==> src/rtl/taxi_board_led_ctrl.sv <==
// Board status LED controller: per-port presence/fault/link/activity LEDs,
// a heartbeat LED and an aggregate fault LED, all registered.
module taxi_board_led_ctrl #(
   parameter int CNT         = 2,
   parameter int HB_COUNT    = 62500000,
   parameter int BLINK_W     = 24,
   parameter int SLOW_BIT    = 23,
   parameter int FAST_BIT    = 21,
   parameter int ACT_OFF_CYC = 4000000,
   parameter int ACT_ON_CYC  = 4000000,
   parameter int LED_ACT_LOW = 1
) (
   input  logic           clk,
   input  logic           rst,
   input  logic [CNT-1:0] present,
   input  logic [CNT-1:0] fault,
   input  logic [CNT-1:0] link,
   input  logic [CNT-1:0] act,
   output logic [CNT-1:0] led_port,
   output logic           led_hb,
   output logic           led_fault
);

   localparam int HB_W    = $clog2(HB_COUNT);
   localparam int TMR_MAX = (ACT_OFF_CYC > ACT_ON_CYC)
                            ? ((ACT_OFF_CYC > 2) ? ACT_OFF_CYC : 2)
                            : ((ACT_ON_CYC > 2) ? ACT_ON_CYC : 2);
   localparam int TMR_W   = $clog2(TMR_MAX);

   localparam logic              POL       = (LED_ACT_LOW != 0);
   localparam logic [HB_W-1:0]   HB_RELOAD = HB_W'(HB_COUNT - 1);
   localparam logic [TMR_W-1:0]  OFF_LOAD  = TMR_W'(ACT_OFF_CYC - 1);
   localparam logic [TMR_W-1:0]  ON_LOAD   = TMR_W'(ACT_ON_CYC - 1);

   typedef enum logic [2:0] {
      ST_OFF,
      ST_FAULT,
      ST_NOLINK,
      ST_LINK_ON,
      ST_ACT_OFF,
      ST_ACT_ON
   } ch_state_t;

   logic [HB_W-1:0]    hb_cnt;
   logic               hb_phase;
   logic [BLINK_W-1:0] blink_cnt;
   logic               blink_slow;
   logic               blink_fast;

   assign blink_slow = blink_cnt[SLOW_BIT];
   assign blink_fast = blink_cnt[FAST_BIT];

   function automatic logic led_value(input ch_state_t st, input logic fast, input logic slow);
      logic v;
      v = 1'b0;
      case (st)
         ST_FAULT:   v = fast;
         ST_NOLINK:  v = slow;
         ST_LINK_ON: v = 1'b1;
         ST_ACT_ON:  v = 1'b1;
         default:    v = 1'b0;
      endcase
      return v;
   endfunction

   always_ff @(posedge clk) begin
      if (rst) begin
         hb_cnt   <= HB_RELOAD;
         hb_phase <= 1'b0;
         led_hb   <= POL;
      end else begin
         led_hb <= hb_phase ^ POL;
         if (hb_cnt == '0) begin
            hb_cnt   <= HB_RELOAD;
            hb_phase <= ~hb_phase;
         end else begin
            hb_cnt <= hb_cnt - HB_W'(1);
         end
      end
   end

   always_ff @(posedge clk) begin
      if (rst) begin
         blink_cnt <= '0;
         led_fault <= POL;
      end else begin
         blink_cnt <= blink_cnt + BLINK_W'(1);
         led_fault <= (|(present & fault)) ^ POL;
      end
   end

   for (genvar gi = 0; gi < CNT; gi++) begin : g_ch
      ch_state_t        state;
      logic [TMR_W-1:0] tmr;
      logic             pend;
      logic             led_q;

      // Presence, fault and link override the activity FSM in that order.
      always_ff @(posedge clk) begin
         if (rst) begin
            state <= ST_OFF;
            tmr   <= '0;
            pend  <= 1'b0;
            led_q <= POL;
         end else begin
            led_q <= led_value(state, blink_fast, blink_slow) ^ POL;
            if (!present[gi]) begin
               state <= ST_OFF;
               tmr   <= '0;
               pend  <= 1'b0;
            end else if (fault[gi]) begin
               state <= ST_FAULT;
               tmr   <= '0;
               pend  <= 1'b0;
            end else if (!link[gi]) begin
               state <= ST_NOLINK;
               tmr   <= '0;
               pend  <= 1'b0;
            end else begin
               case (state)
                  ST_LINK_ON: begin
                     if (act[gi] || pend) begin
                        state <= ST_ACT_OFF;
                        tmr   <= OFF_LOAD;
                        pend  <= 1'b0;
                     end
                  end
                  ST_ACT_OFF: begin
                     if (act[gi]) pend <= 1'b1;
                     if (tmr == '0) begin
                        state <= ST_ACT_ON;
                        tmr   <= ON_LOAD;
                     end else begin
                        tmr <= tmr - TMR_W'(1);
                     end
                  end
                  ST_ACT_ON: begin
                     if (act[gi]) pend <= 1'b1;
                     if (tmr == '0) begin
                        state <= ST_LINK_ON;
                     end else begin
                        tmr <= tmr - TMR_W'(1);
                     end
                  end
                  default: begin
                     state <= ST_LINK_ON;
                     tmr   <= '0;
                     pend  <= 1'b0;
                  end
               endcase
            end
         end
      end

      assign led_port[gi] = led_q;
   end

endmodule

==> config.mk <==
export PLATFORM = sky130hd
export DESIGN_NAME = taxi_board_led_ctrl
export DESIGN_NICKNAME = d
export VERILOG_FILES = /design/src/rtl/taxi_board_led_ctrl.sv
export SDC_FILE = /design/constraint.sdc
export NUM_CORES = 1
export LEC_CHECK = 0
export CAP_MARGIN = 25
export CORE_ASPECT_RATIO = 0.8
export CORE_MARGIN = 1
export CORE_UTILIZATION = 45
export DETAILED_ROUTE_END_ITERATION = 10
export GPL_TIMING_DRIVEN = 0
export PLACE_DENSITY = 0.67
export RECOVER_POWER = 25
export SYNTH_ARGS = -nofsm -noshare
export SYNTH_HDL_FRONTEND = slang
export SYNTH_SLANG_ARGS = --single-unit
==> constraint.sdc <==
create_clock -name clk -period 3.2 [get_ports clk]
set_input_delay 0.8 -clock clk [delete_from_list [all_inputs] [get_ports clk]]
set_output_delay 0.8 -clock clk [all_outputs]
set_load 0.02 [all_outputs]
* Word level (Yosys, flattened, before mapping)
Index checks and enable logic that the tools add are counted.
** Storage, ports and cells
- Register bits after elaboration :: 107
- Input port bits :: 10
- Output and inout bits :: 4
- Logic and storage cells :: 119
** Operators by class
- Bitwise operators :: 9
- Add/subtract/negate cells :: 4
- Reductions and logical operators :: 27
- Multiplexer cells :: 30
- Eq/ne operators :: 32
** Operator list (number)
- $mux W22 :: 6
- $pmux W22 S3 :: 2
- $logic_not A22 Y1 :: 2
- $sub A22 B1 Y22 const B :: 2
- $logic_not A26 Y1 :: 1
- $sub A26 B1 Y26 const B :: 1
- $add A24 B1 Y24 const B :: 1
- $ne A4 B4 Y1 const B :: 6
- $mux W3 :: 6
- $ne A3 B3 Y1 const B :: 6
- $pmux W3 S3 :: 2
- $reduce_and A3 Y1 :: 6
- $ne A2 B2 Y1 const B :: 8
- $reduce_or A2 Y1 :: 8
- $eq A3 B2 Y1 const B :: 4
- $eq A3 B3 Y1 const B :: 4
- $mux W1 :: 8
- $not A1 Y1 :: 8
- $reduce_and A2 Y1 :: 4
- $reduce_or A4 Y1 :: 2
- $eq A3 B1 Y1 const B :: 2
- $pmux W1 S3 :: 2
- $reduce_or A3 Y1 :: 2
- $mux W2 :: 2
- other kinds (4) :: 7

* Depth between registers and ports, before layout
- Depth after elaboration :: 5
- Gate-level depth with buffers :: 9
- Gate-level depth less buffers :: 8

* Worst setup path before layout
OpenSTA, ideal clock, no wires.
- Path kind :: reg-to-reg
- Start point :: register g_ch[0].tmr[0]
- End point :: register g_ch[0].tmr[16]
- Library setup time :: 0.117 ns
- Slack :: 0.814 ns
- Data required time :: 3.083 ns
- Stages on the path, launching flop included :: 10
- Arrival :: 2.269 ns
- Cell sequence :: dfxtp_1 > inv_1 > ha_1 > or4b_1 > or4_1 > buf_2 > o31a_4 > nand2_8 > inv_4 > a22o_1
** Between the ends
- Word-level cells in the longest chain between the ends :: 3
- Elaborated cells on any way between the ends :: 7
- Classes of those cells :: 1 x add/sub; 1 x eq/ne; 3 x mux; 2 x reduce/logical
** RTL lines
- start: declaration :: RTL line 94 : logic [TMR_W-1:0] tmr;
- start signal: assignment :: RTL line 134 : tmr <= tmr - TMR_W'(1);
- start signal: assignment :: RTL line 142 : tmr <= tmr - TMR_W'(1);
- $sub A22 B1 Y22 / $logic_not A22 Y1 (equally long branches)
- $mux W22, or another cell as far along :: RTL line 139 : if (tmr == '0) begin
- $pmux W22 S3 / $reduce_and A2 Y1 (equally long branches)
Several ways; a longest one is shown, not always the timed one. The select of a mux whose other input is x is not followed.
A chain may end at the register's enable or synchronous reset.

* Worst setup path after layout
- Start point :: input port rst
- End point :: register g_ch[1].tmr[21]
** Between the ends
- Word-level cells in the longest chain between the ends :: 1
** RTL lines
- start: declaration :: RTL line 14 : input logic rst,
- $reduce_or A4 Y1 (no line)
- end signal: assignment :: RTL line 134
- end signal: assignment :: RTL line 142
- end: declaration :: RTL line 94
No other way between the ends.

==> summary.md <==
| Metric | Value |
|---|---|
| Post-Place Setup Slack | 0.0781 ns |
| Design Area, Final | 6000 µm² |
| Top_reg_cell synth | dfxtp_1 |
| Crit start category | input pin |
| Die Y-Extent | 99.8 µm |
| WHS Path Cells | 1 |
| CP Class | in -> reg |
| TritonCTS Sinks | 107 |
| Endpoints failing hold | 0 |
| Status | finished clean |
| Pwr Total | 2.56 mW |
| Final Slew Violations | 0 |
| DRT Wirelength | 12900 µm |
| CTS max path bufs | 2 |
| Root Buffer | clkbuf_16 |
| Sequential share of the synthesized area | 0.399 |
| Worst R2R Path Depth | 7 |
| Warnings from Yosys | 0 |
| CTS Buf Count | 9 |
| Vias per cell | 6.02 |
| Worst r2r dst | g_ch[1].tmr[18]$_SDFFE_PP0P_ |
| Hold Path Class | reg -> reg |
| Share of cells above drive strength 1 | 0.0632 |
| Final critical-path share of the clock period | 0.924 |
| H-tree levels | 3 |
| Via count | 4893 |
| Global-route wire length before repair | 21500 µm |
| Initial drt markers | 368 |
| Top Ports | 14 |
| Max-slew headroom | 0.289 |
| Unrepaired setup endpoints after global routing | no |
| Skew-Pair Late Insertion Delay | 0.35 ns |
| IO Port Bufs | 13 |
| Clk_skew | 0.00828 ns |
| Synth Cell Area | 5380 µm² |
| Seq cells post-synth | 107 |
| Synthesized instance count | 636 |
| Number of global-route vias before repair | 4533 |
| Initial antenna violation count | 0 |
| Final Core Density | 0.519 |
| Clk pin slew, worst setup/hold paths | 0.07 ns |
| Core box area | 11600 µm² |
| Min-Delay Endpoint | hb_cnt[0]$_SDFF_PP1_ |
| Rows | 35 |
| Count of max-cap constraint violations | 0 |
| Post-synth EDFFs | 0 |
| Crit path DAT | 3.24 ns |
| Min Tclk post-route | 2.96 ns |
| Asr flop ratio synth | 0 |
| Gr usage total | 0.218 |
| Average wire per standard cell | 15.8 µm |
| Setup_tns | 0 ns |
| Netlist cell types | 68 |
| Filler cells | 1085 |
| Commonest non-fill, non-tap cell in the layout | dfxtp_1 |
| Crit end category | flop |
| FMAX | 338 MHz |
| Maximum VDD drop | 0.277 mV |
| Hold-fix buffers, CTS | 0 |
| CP required | 3.48 ns |
| Grt ovf | 0 |
| Most frequent cells in the layout | dfxtp_1, nor2_1, nand2_1 |
| Pwr Density | 427 nW/µm² |
| Syn nets | 650 |
| Avg Inst Size Synth | 8.45 µm² |
| Largest net degree at the start of global routing | 18 |
| Area Overhead vs Synth | 11.5% |
| Worst R2R Setup Slack | 0.34 ns |
| Worst Hold Launch | hb_cnt[0]$_SDFF_PP1_ |
| DP HPWL | 9010 µm |
| Final nets | 674 |
| Antenna Diode Count | 0 |
| Worst-Margin Slew | 1.06 ns |
| Final WS setup | 0.243 ns |
| Leakage | 2.33 nW |
| Pre-antenna DRT Iters | 5 |
| # DRC | 0 |
| Dpl cell area | 5690 µm² |
| Initial Util | 0.465 |
| FF-to-FF Start | g_ch[1].tmr[11]$_SDFFE_PP0P_ |
| Final setup fails | 0 |
| DIE WIDTH | 124 µm |
| Total die area | 12400 µm² |
| TritonCTS clock tree | done |
| Routability cong. | 0.909 |
| Routed Antenna Nets | 0 |
| Max FO, Critical Path | 10 |
-- critical path, cell delays in order --
cell           delay, ns
dlygate4sd3_1       0.58
buf_6               0.16
nor2b_1             0.27
and3b_1             0.20
clkbuf_1            0.38
nand2_1             0.30
a311o_1             0.40
a21oi_1             0.14
-- logic make-up after synthesis --
group	synth area share
buffers and inverters	0.0351
multiplexers	0.00186
XOR/XNOR	0.0782
adder cells (fa/ha/maj)	0.00931
AO/OA/AOI/OAI	0.202
AND/OR/NAND/NOR	0.275
flip-flops	0.399
-- cell type report --
| type | instances | area, µm² | area share |
|---|---|---|---|
| Buffer | 25 | 115 | 0.0192 |
| Clock buffer | 12 | 267 | 0.0444 |
| Sequential cell | 107 | 2140 | 0.357 |
| Multi-Input combinational cell | 485 | 3050 | 0.509 |
| Timing Repair Buffer | 13 | 130 | 0.0217 |
| Tap cell | 148 | 185 | 0.0309 |
| Clock inverter | 4 | 32.5 | 0.00543 |
| Inverter | 19 | 73.8 | 0.0123 |
-- layer usage --
metal / share of wire / GRT usage / routed length (µm)
met3: 0.050 / 0.0482 / 643
met5: 0 / 0 / 0
met4: 0.021 / 0.0842 / 265
met1: 0.47 / 0.290 / 6030
met2: 0.46 / 0.341 / 5950
-- power by group --
part | leakage, nW | internal [mW] | switching (mW)
registers | 0.865 | 1.34 | 0.0101
clock network | 0.141 | 0.597 | 0.517
logic | 1.32 | 0.0372 | 0.0556
-- how the worst max path moves through the flow --
| stage | startpoint | to | slack, ns | depth (start not counted) |
|---|---|---|---|---|
| finish | rst | g_ch[1].tmr[21]$_SDFFE_PP0P_ | 0.24 | 8 |
| global placement | rst | g_ch[1].tmr[21]$_SDFFE_PP0P_ | 0.10 | 8 |
| detailed placement | rst | g_ch[1].tmr[21]$_SDFFE_PP0P_ | 0.08 | 8 |
| floorplan | g_ch[0].tmr[0]$_SDFFE_PP0P_ | g_ch[0].tmr[16]$_SDFFE_PP0P_ | 0.81 | 9 |
| global route | rst | g_ch[1].tmr[21]$_SDFFE_PP0P_ | 0.11 | 8 |
| CTS | g_ch[0].tmr[0]$_SDFFE_PP0P_ | g_ch[0].tmr[12]$_SDFFE_PP0P_ | 0.34 | 7 |
-- Yosys cell counts (all sizes together), types with 8 or more instances --
cell    count  area (µm²)
nor3       27         135
nor4       17         106
nand3      24         120
a21oi      21         105
o21ai      36         180
nand2      42         174
o31ai      12        95.1
xnor2      18         158
o211ai     14         105
nand2b      8        50.1
or3        15        95.1
and3       10        62.6
nor2b       9        56.3
xor2       30         263
inv        19        73.8
nand4      11        68.8
or4        14         111
clkbuf     16        60.1
a22o        9        78.8
buf         9        55.0
nor2       78         293
a31oi       8        50.1
dfxtp     107        2140
-- state kept, by name, summed over array words and instances, names as in the netlist --
signal	flops
led_hb	1
g_ch.led_q	2
hb_cnt	26
g_ch.tmr	44
g_ch.state	6
g_ch.pend	2
hb_phase	1
blink_cnt	24
led_fault	1
-- stage by stage --
stage / std cells / hold slack [ns]
after floorplan: 636 / 0.371
after global placement: 797 / 0.381
after detailed placement: 797 / 0.386
after CTS: 813 / 0.402
after global routing: 813 / 0.421
final: 813 / 0.401
-- timing repair --
action                     4_1_cts  5_1_grt
resized for setup                0        1
setup endpoints to repair        0        5
buffers inserted                 0        0
hold endpoints to repair         0        0
Note: power is estimated with default switching activity, not from simulation.
